--- src/rtl/phase_bus_cycle.sv ---
// phase_bus_cycle
//   Four-phase bus cycle engine. Verifies that the phi1..phi4 rotation is
//   clean and locked, then turns core read/write requests into
//   phase-aligned memory strobes, inserts wait states while memory holds
//   ready low, and reports completion with done/err.
//
// Ports
//   clk12, reset            clock and asynchronous active-high reset
//   phi1..phi4              phase inputs, one-hot, one clk12 per phase
//   locked, phase_err       rotation verified / bad-phase pulse while locked
//   req, rw, addr, wdata    core request (held until ack), 1=read
//   ack, done, err, rdata   accept pulse, completion pulse, error qualifier,
//                           read data (held until the next good read)
//   mem_addr, mem_dout      bus address / write data (held after a cycle)
//   mem_din, ready          bus read data / memory ready
//   memen, dbin, we         bus strobes, active-high
//
// Handshake: req/ack is a level/pulse pair. The core holds req (with rw,
// addr and wdata stable) until it sees the one-cycle ack. The cycle ends
// with a one-cycle done; err is only meaningful while done is high.
module phase_bus_cycle #(
    parameter int AW       = 15,
    parameter int DW       = 16,
    parameter int MAX_WAIT = 15
) (
    input  logic          clk12,
    input  logic          reset,
    input  logic          phi1,
    input  logic          phi2,
    input  logic          phi3,
    input  logic          phi4,
    output logic          locked,
    output logic          phase_err,
    input  logic          req,
    input  logic          rw,
    input  logic [AW-1:0] addr,
    input  logic [DW-1:0] wdata,
    output logic          ack,
    output logic          done,
    output logic          err,
    output logic [DW-1:0] rdata,
    output logic [AW-1:0] mem_addr,
    output logic [DW-1:0] mem_dout,
    input  logic [DW-1:0] mem_din,
    output logic          memen,
    output logic          dbin,
    output logic          we,
    input  logic          ready
);

    localparam int                WCW        = $clog2(MAX_WAIT + 1);
    localparam logic [WCW-1:0]    WAIT_LIMIT = WCW'(MAX_WAIT);
    localparam logic [3:0]        LOCK_EDGES = 4'd8;

    typedef enum logic [1:0] {
        S_IDLE = 2'd0,
        S_ADDR = 2'd1,
        S_DATA = 2'd2,
        S_WAIT = 2'd3
    } state_t;

    state_t         state, state_n;
    logic [3:0]     lock_cnt;
    logic [1:0]     last_idx;
    logic [WCW-1:0] wait_cnt;
    logic           ready_q;
    logic           rw_q;

    logic       onehot;
    logic [1:0] code_idx;
    logic [1:0] exp_idx;
    logic       in_order;
    logic       good, bad, p3, p4;
    logic       accept, to_data, add_wait, fin_ok, fin_err;

    // Phase decode. A run always starts from phi1; after that the expected
    // phase is the successor of the last accepted one.
    always_comb begin
        onehot   = ({phi1, phi2, phi3, phi4} inside {4'b1000, 4'b0100, 4'b0010, 4'b0001});
        code_idx = 2'd0;
        if (phi2) code_idx = 2'd1;
        if (phi3) code_idx = 2'd2;
        if (phi4) code_idx = 2'd3;
        exp_idx  = (lock_cnt == 4'd0) ? 2'd0 : last_idx + 2'd1;
        in_order = onehot && (code_idx == exp_idx);
        good     = locked && in_order;
        bad      = locked && !in_order;
        p3       = good && (code_idx == 2'd2);
        p4       = good && (code_idx == 2'd3);
    end

    // Lock detector: saturating count of consecutive in-order edges.
    always_ff @(posedge clk12 or posedge reset) begin
        if (reset) begin
            lock_cnt  <= 4'd0;
            last_idx  <= 2'd0;
            locked    <= 1'b0;
            phase_err <= 1'b0;
        end else begin
            phase_err <= locked && !in_order;
            if (in_order) begin
                last_idx <= code_idx;
                if (lock_cnt != LOCK_EDGES) lock_cnt <= lock_cnt + 4'd1;
                locked   <= (lock_cnt >= LOCK_EDGES - 4'd1);
            end else begin
                lock_cnt <= 4'd0;
                locked   <= 1'b0;
            end
        end
    end

    // Bus cycle FSM: state register.
    always_ff @(posedge clk12 or posedge reset) begin
        if (reset) state <= S_IDLE;
        else       state <= state_n;
    end

    // Bus cycle FSM: next state and per-edge actions. All movement happens
    // on phase edge 4; a bad phase while locked aborts any active cycle.
    always_comb begin
        state_n  = state;
        accept   = 1'b0;
        to_data  = 1'b0;
        add_wait = 1'b0;
        fin_ok   = 1'b0;
        fin_err  = 1'b0;
        case (state)
            S_IDLE: begin
                if (p4 && req) begin
                    state_n = S_ADDR;
                    accept  = 1'b1;
                end
            end
            S_ADDR: begin
                if (bad) begin
                    state_n = S_IDLE;
                    fin_err = 1'b1;
                end else if (p4) begin
                    state_n = S_DATA;
                    to_data = 1'b1;
                end
            end
            S_DATA, S_WAIT: begin
                if (bad) begin
                    state_n = S_IDLE;
                    fin_err = 1'b1;
                end else if (p4) begin
                    if (ready_q) begin
                        state_n = S_IDLE;
                        fin_ok  = 1'b1;
                    end else if (wait_cnt == WAIT_LIMIT) begin
                        state_n = S_IDLE;
                        fin_err = 1'b1;
                    end else begin
                        state_n  = S_WAIT;
                        add_wait = 1'b1;
                    end
                end
            end
            default: state_n = S_IDLE;
        endcase
    end

    // Registered outputs and datapath.
    always_ff @(posedge clk12 or posedge reset) begin
        if (reset) begin
            ack      <= 1'b0;
            done     <= 1'b0;
            err      <= 1'b0;
            rdata    <= '0;
            mem_addr <= '0;
            mem_dout <= '0;
            memen    <= 1'b0;
            dbin     <= 1'b0;
            we       <= 1'b0;
            rw_q     <= 1'b0;
            wait_cnt <= '0;
            ready_q  <= 1'b0;
        end else begin
            ack  <= accept;
            done <= fin_ok || fin_err;
            err  <= fin_err;
            // ready is looked at on phase 3 and acted on at the next phase 4
            if (p3) ready_q <= ready;
            if (accept) begin
                mem_addr <= addr;
                mem_dout <= wdata;
                rw_q     <= rw;
                memen    <= 1'b1;
                dbin     <= rw;
                wait_cnt <= '0;
            end
            if (to_data) we <= !rw_q;
            if (add_wait) wait_cnt <= wait_cnt + 1'b1;
            if (fin_ok || fin_err) begin
                memen <= 1'b0;
                dbin  <= 1'b0;
                we    <= 1'b0;
            end
            if (fin_ok && rw_q) rdata <= mem_din;
        end
    end

endmodule

--- config.mk ---
export PLATFORM = sky130hd
export DESIGN_NAME = phase_bus_cycle
export DESIGN_NICKNAME = d
export VERILOG_FILES = /design/src/rtl/phase_bus_cycle.sv
export SDC_FILE = /design/constraint.sdc
export NUM_CORES = 1
export LEC_CHECK = 0
export ABC_CLOCK_PERIOD_IN_PS = 3500
export CORE_MARGIN = 3
export CORE_UTILIZATION = 45
export CTS_BUF_LIST = sky130_fd_sc_hd__clkbuf_16
export DETAILED_ROUTE_END_ITERATION = 8
export GPL_TIMING_DRIVEN = 1
export PLACE_DENSITY_LB_ADDON = 0.2
export SLEW_MARGIN = 20
export SYNTH_ARGS = -nofsm -noshare
export SYNTH_HDL_FRONTEND = slang
export SYNTH_SLANG_ARGS = --single-unit
--- constraint.sdc ---
create_clock -name clk12 -period 3.5 [get_ports clk12]
set_clock_uncertainty 0.1 [all_clocks]
set_input_delay 0.7 -clock clk12 [delete_from_list [all_inputs] [get_ports clk12]]
set_output_delay 0.7 -clock clk12 [all_outputs]
set_load 0.03 [all_outputs]
==> metrics.md <==
| Metric | Value |
|---|---|
| R2r endpoint | wait_cnt[3] |
| Hpwl dp | ~5.1 mm |
| Leak pwr | approximately 2.2 nW |
| Die width | a little under 90 microns |
| Die Y | 88.6 microns |
| Synthesis-stage register bit count | 69 |
| Initial Utilization | between 40% and 50% |
| Post-Syn Area | 3070 sq um |
| Netlist cell types | 50 |
| Crit Path Category | reg -> reg |
| Slew @ Worst Pin | between 0.8 and 0.9 ns |
| Sink Count | 69 |
| CTS resizes | 0 |
| Timing-limited maximum frequency | around 360 MHz |
| Hold WS | between 0.3 and 0.4 ns |
| Clock transition at path regs | 0.06 ns |
| Final wirelength | about 7.0 mm |
| First-pass GRT wire length | 11.0 mm |
| Vias in the first global route | 2,388 |
| H-tree depth | 3 |
| Post-CTS setup buffers | 0 |
| Root buffer cell | clkbuf_16 |
| Row count | 29 |
| Reg2reg start | lock_cnt[0] |
| Pwr/cell area | between 300 and 400 nW/um^2 |
| Run status | finished clean |
| Post-DR wirelength/cell | between 10 and 15 microns |
| CTS tree | built |
| CTS Buf Count | 9 |
| Core area | 6490 sq um |
| Final Setup Violations | 0 |
| Synth-to-Final Area Change | 45.6% |
| Fillers | about 500 |
| Ys flop type | dfrtp_1 |
| # hold bufs at CTS | 0 |
| Share of layout cells above drive strength 1 | between 10% and 20% |
| Syn Inst Count | roughly 300 |
| End of the critical path | wait_cnt[3] |
| GR Overflow Total | 0 |
| Hold Vio Cnt, Final | 0 |
| Worst R2R Path Depth | 9 |
| Final weighted congestion in routability-driven placement | between 0.9 and 1 |
| DR DRC count | 0 |
| Max VDD drop | between 0.2 and 0.25 mV |
| Clock latency on the worst-skew pair | 0.32 ns |
| Async SR Flop Fraction | 100% |
| Startpoint types | flop |
| Most frequent cells in the layout | nand2_1, clkdlybuf4s50_1, dfrtp_1 |
| Crit path DAT | 2.88 ns |
| Hold Path Class | reg -> reg |
| Initial antenna violation count | 0 |
| Clock Path Buffers | 2 |
| FF-to-FF setup slack | 0.72 ns |
| Largest net degree at the start of global routing | 70 |
| Final Non-Filler Cells | around 500 |
| Post-DRT Antenna Nets | 0 |
| Total number of vias | around 2,500 |
| Die Area | between 7000 and 8000 sq um |
| Final Max Slew Viols | 0 |
| Post-layout min period | ~2.8 ns |
| Fin crit share | a little under 80% |
| Slew margin rel. | around 44% |
| Number of cells after detailed placement | 479 |
| Critical Path Start | lock_cnt[0] |
| Antenna Cells | 0 |
| Seq/Total Area, Yosys | between 50% and 60% |
| Max Fanout on Critical Path | 17 |
| Yosys Warn Count | 0 |
| IO Port Bufs | 110 |
| Mapped Nets | between 300 and 400 |
| I/O pin cnt | roughly 110 |
| Avg Cell Area, Syn | just over 10 sq um |
| CP endpoint kind | flop |
| Nets | between 400 and 500 |
| Gr usage total | 18.0% |
| Crit path required time | 3.61 ns |
| Post-synth EDFFs | 0 |
| Max-Cap Viols | 0 |
| Unrepaired setup endpoints after global routing | false |
| Vias per cell | about 5.0 |
| Iter 0 DRT Violations | 102 |
| DRT Pass-1 Iters | 4 |
| Setup TNS | 0 ns |
| Overall power | approximately 1.7 mW |
## sequential cells by signal, indices dropped and copies added, names as in the netlist, 2 cells and up
name and count:
last_idx 2, lock_cnt 4, mem_addr 15, mem_dout 16, rdata 16, state 2, wait_cnt 4
## synth_stat cells (all sizes together), types with 2 or more instances
| cell | number | area, sq um |
|---|---|---|
| nand2 | 110 | 413 |
| dfrtp | 69 | 1730 |
| mux2 | 18 | 203 |
| nor2 | 16 | 60.1 |
| buf | 14 | 113 |
| o21ai | 8 | 43.8 |
| a21oi | 7 | 35.0 |
| inv | 7 | 26.3 |
| nand3 | 5 | 25.0 |
| and3 | 3 | 30.0 |
| ha | 3 | 37.5 |
| nand4 | 3 | 18.8 |
| and2b | 2 | 15.0 |
| mux2i | 2 | 20.0 |
| nand3b | 2 | 15.0 |
| nor3 | 2 | 10.0 |
| nor3b | 2 | 20.0 |
| o41ai | 2 | 36.3 |
| xor2 | 2 | 17.5 |
## logic make-up after synthesis
logic type	Yosys count	share of synthesized area, %
AND/OR/NAND/NOR	156	22.7
flip-flops	69	56.2
AO/OA/AOI/OAI	29	7.13
buffers and inverters	22	4.68
multiplexers	20	7.25
XOR/XNOR	3	0.855
adder cells (fa/ha/maj)	3	1.22
## through the flow
stage / worst slack (ns) / cell area, sq um / util, %
global placement: 0.485 / 4210 / 64.7
detailed placement: 0.405 / 4210 / 64.7
floorplan: 0.917 / 3070 / -
global route: 0.546 / 4470 / 68.9
finish: 0.723 / 4470 / 68.9
CTS: 0.741 / 4470 / 68.9
## cell type report
class                      instances  area [sq um]  area share (%)
sequential                        69          1730            38.6
multi-input combinational        211          1200            26.9
timing repair buffer             115          1150            25.7
clock buffer                       9           225            5.03
tap                               77          96.3            2.15
clock inverter                     7          43.8           0.979
inverter                           7          26.3           0.587
## critical path, cell delays in order, from the launching register on
cell and delay, ns:
dfrtp_1 0.42, inv_1 0.08, ha_1 0.18, or3b_1 0.47, mux2i_1 0.18, o311a_1 0.31
buf_4 0.20, nor3b_2 0.29, o21ai_2 0.14, a211o_1 0.31
## metal layers
layer	vias to the layer above	GRT usage, %	part of all wire [%]
li1	1222	-	-
met1	1168	23.1	43
met2	75	29.4	50
met3	7	4.66	6.0
met4	0	6.59	1.1
met5	-	0	0
## where the power goes
group          internal [mW]  total (mW)  switching [mW]
clock network          0.473       0.789           0.316
registers              0.809       0.827          0.0183
logic                 0.0791       0.132          0.0531
## worst min path at each step
stage | slack [ns] | start | to | cells after the start
after floorplan | 0.36 | rw_q | we | 1
after global placement | 0.35 | mem_dout[13] | mem_dout[13] | 2
after detailed placement | 0.35 | mem_addr[0] | mem_addr[0] | 2
after CTS | 0.37 | mem_addr[0] | mem_addr[0] | 2
after global routing | 0.39 | mem_addr[12] | mem_addr[12] | 2
final | 0.36 | mem_addr[2] | mem_addr[2] | 2
Power figures use the tool's default switching activity.
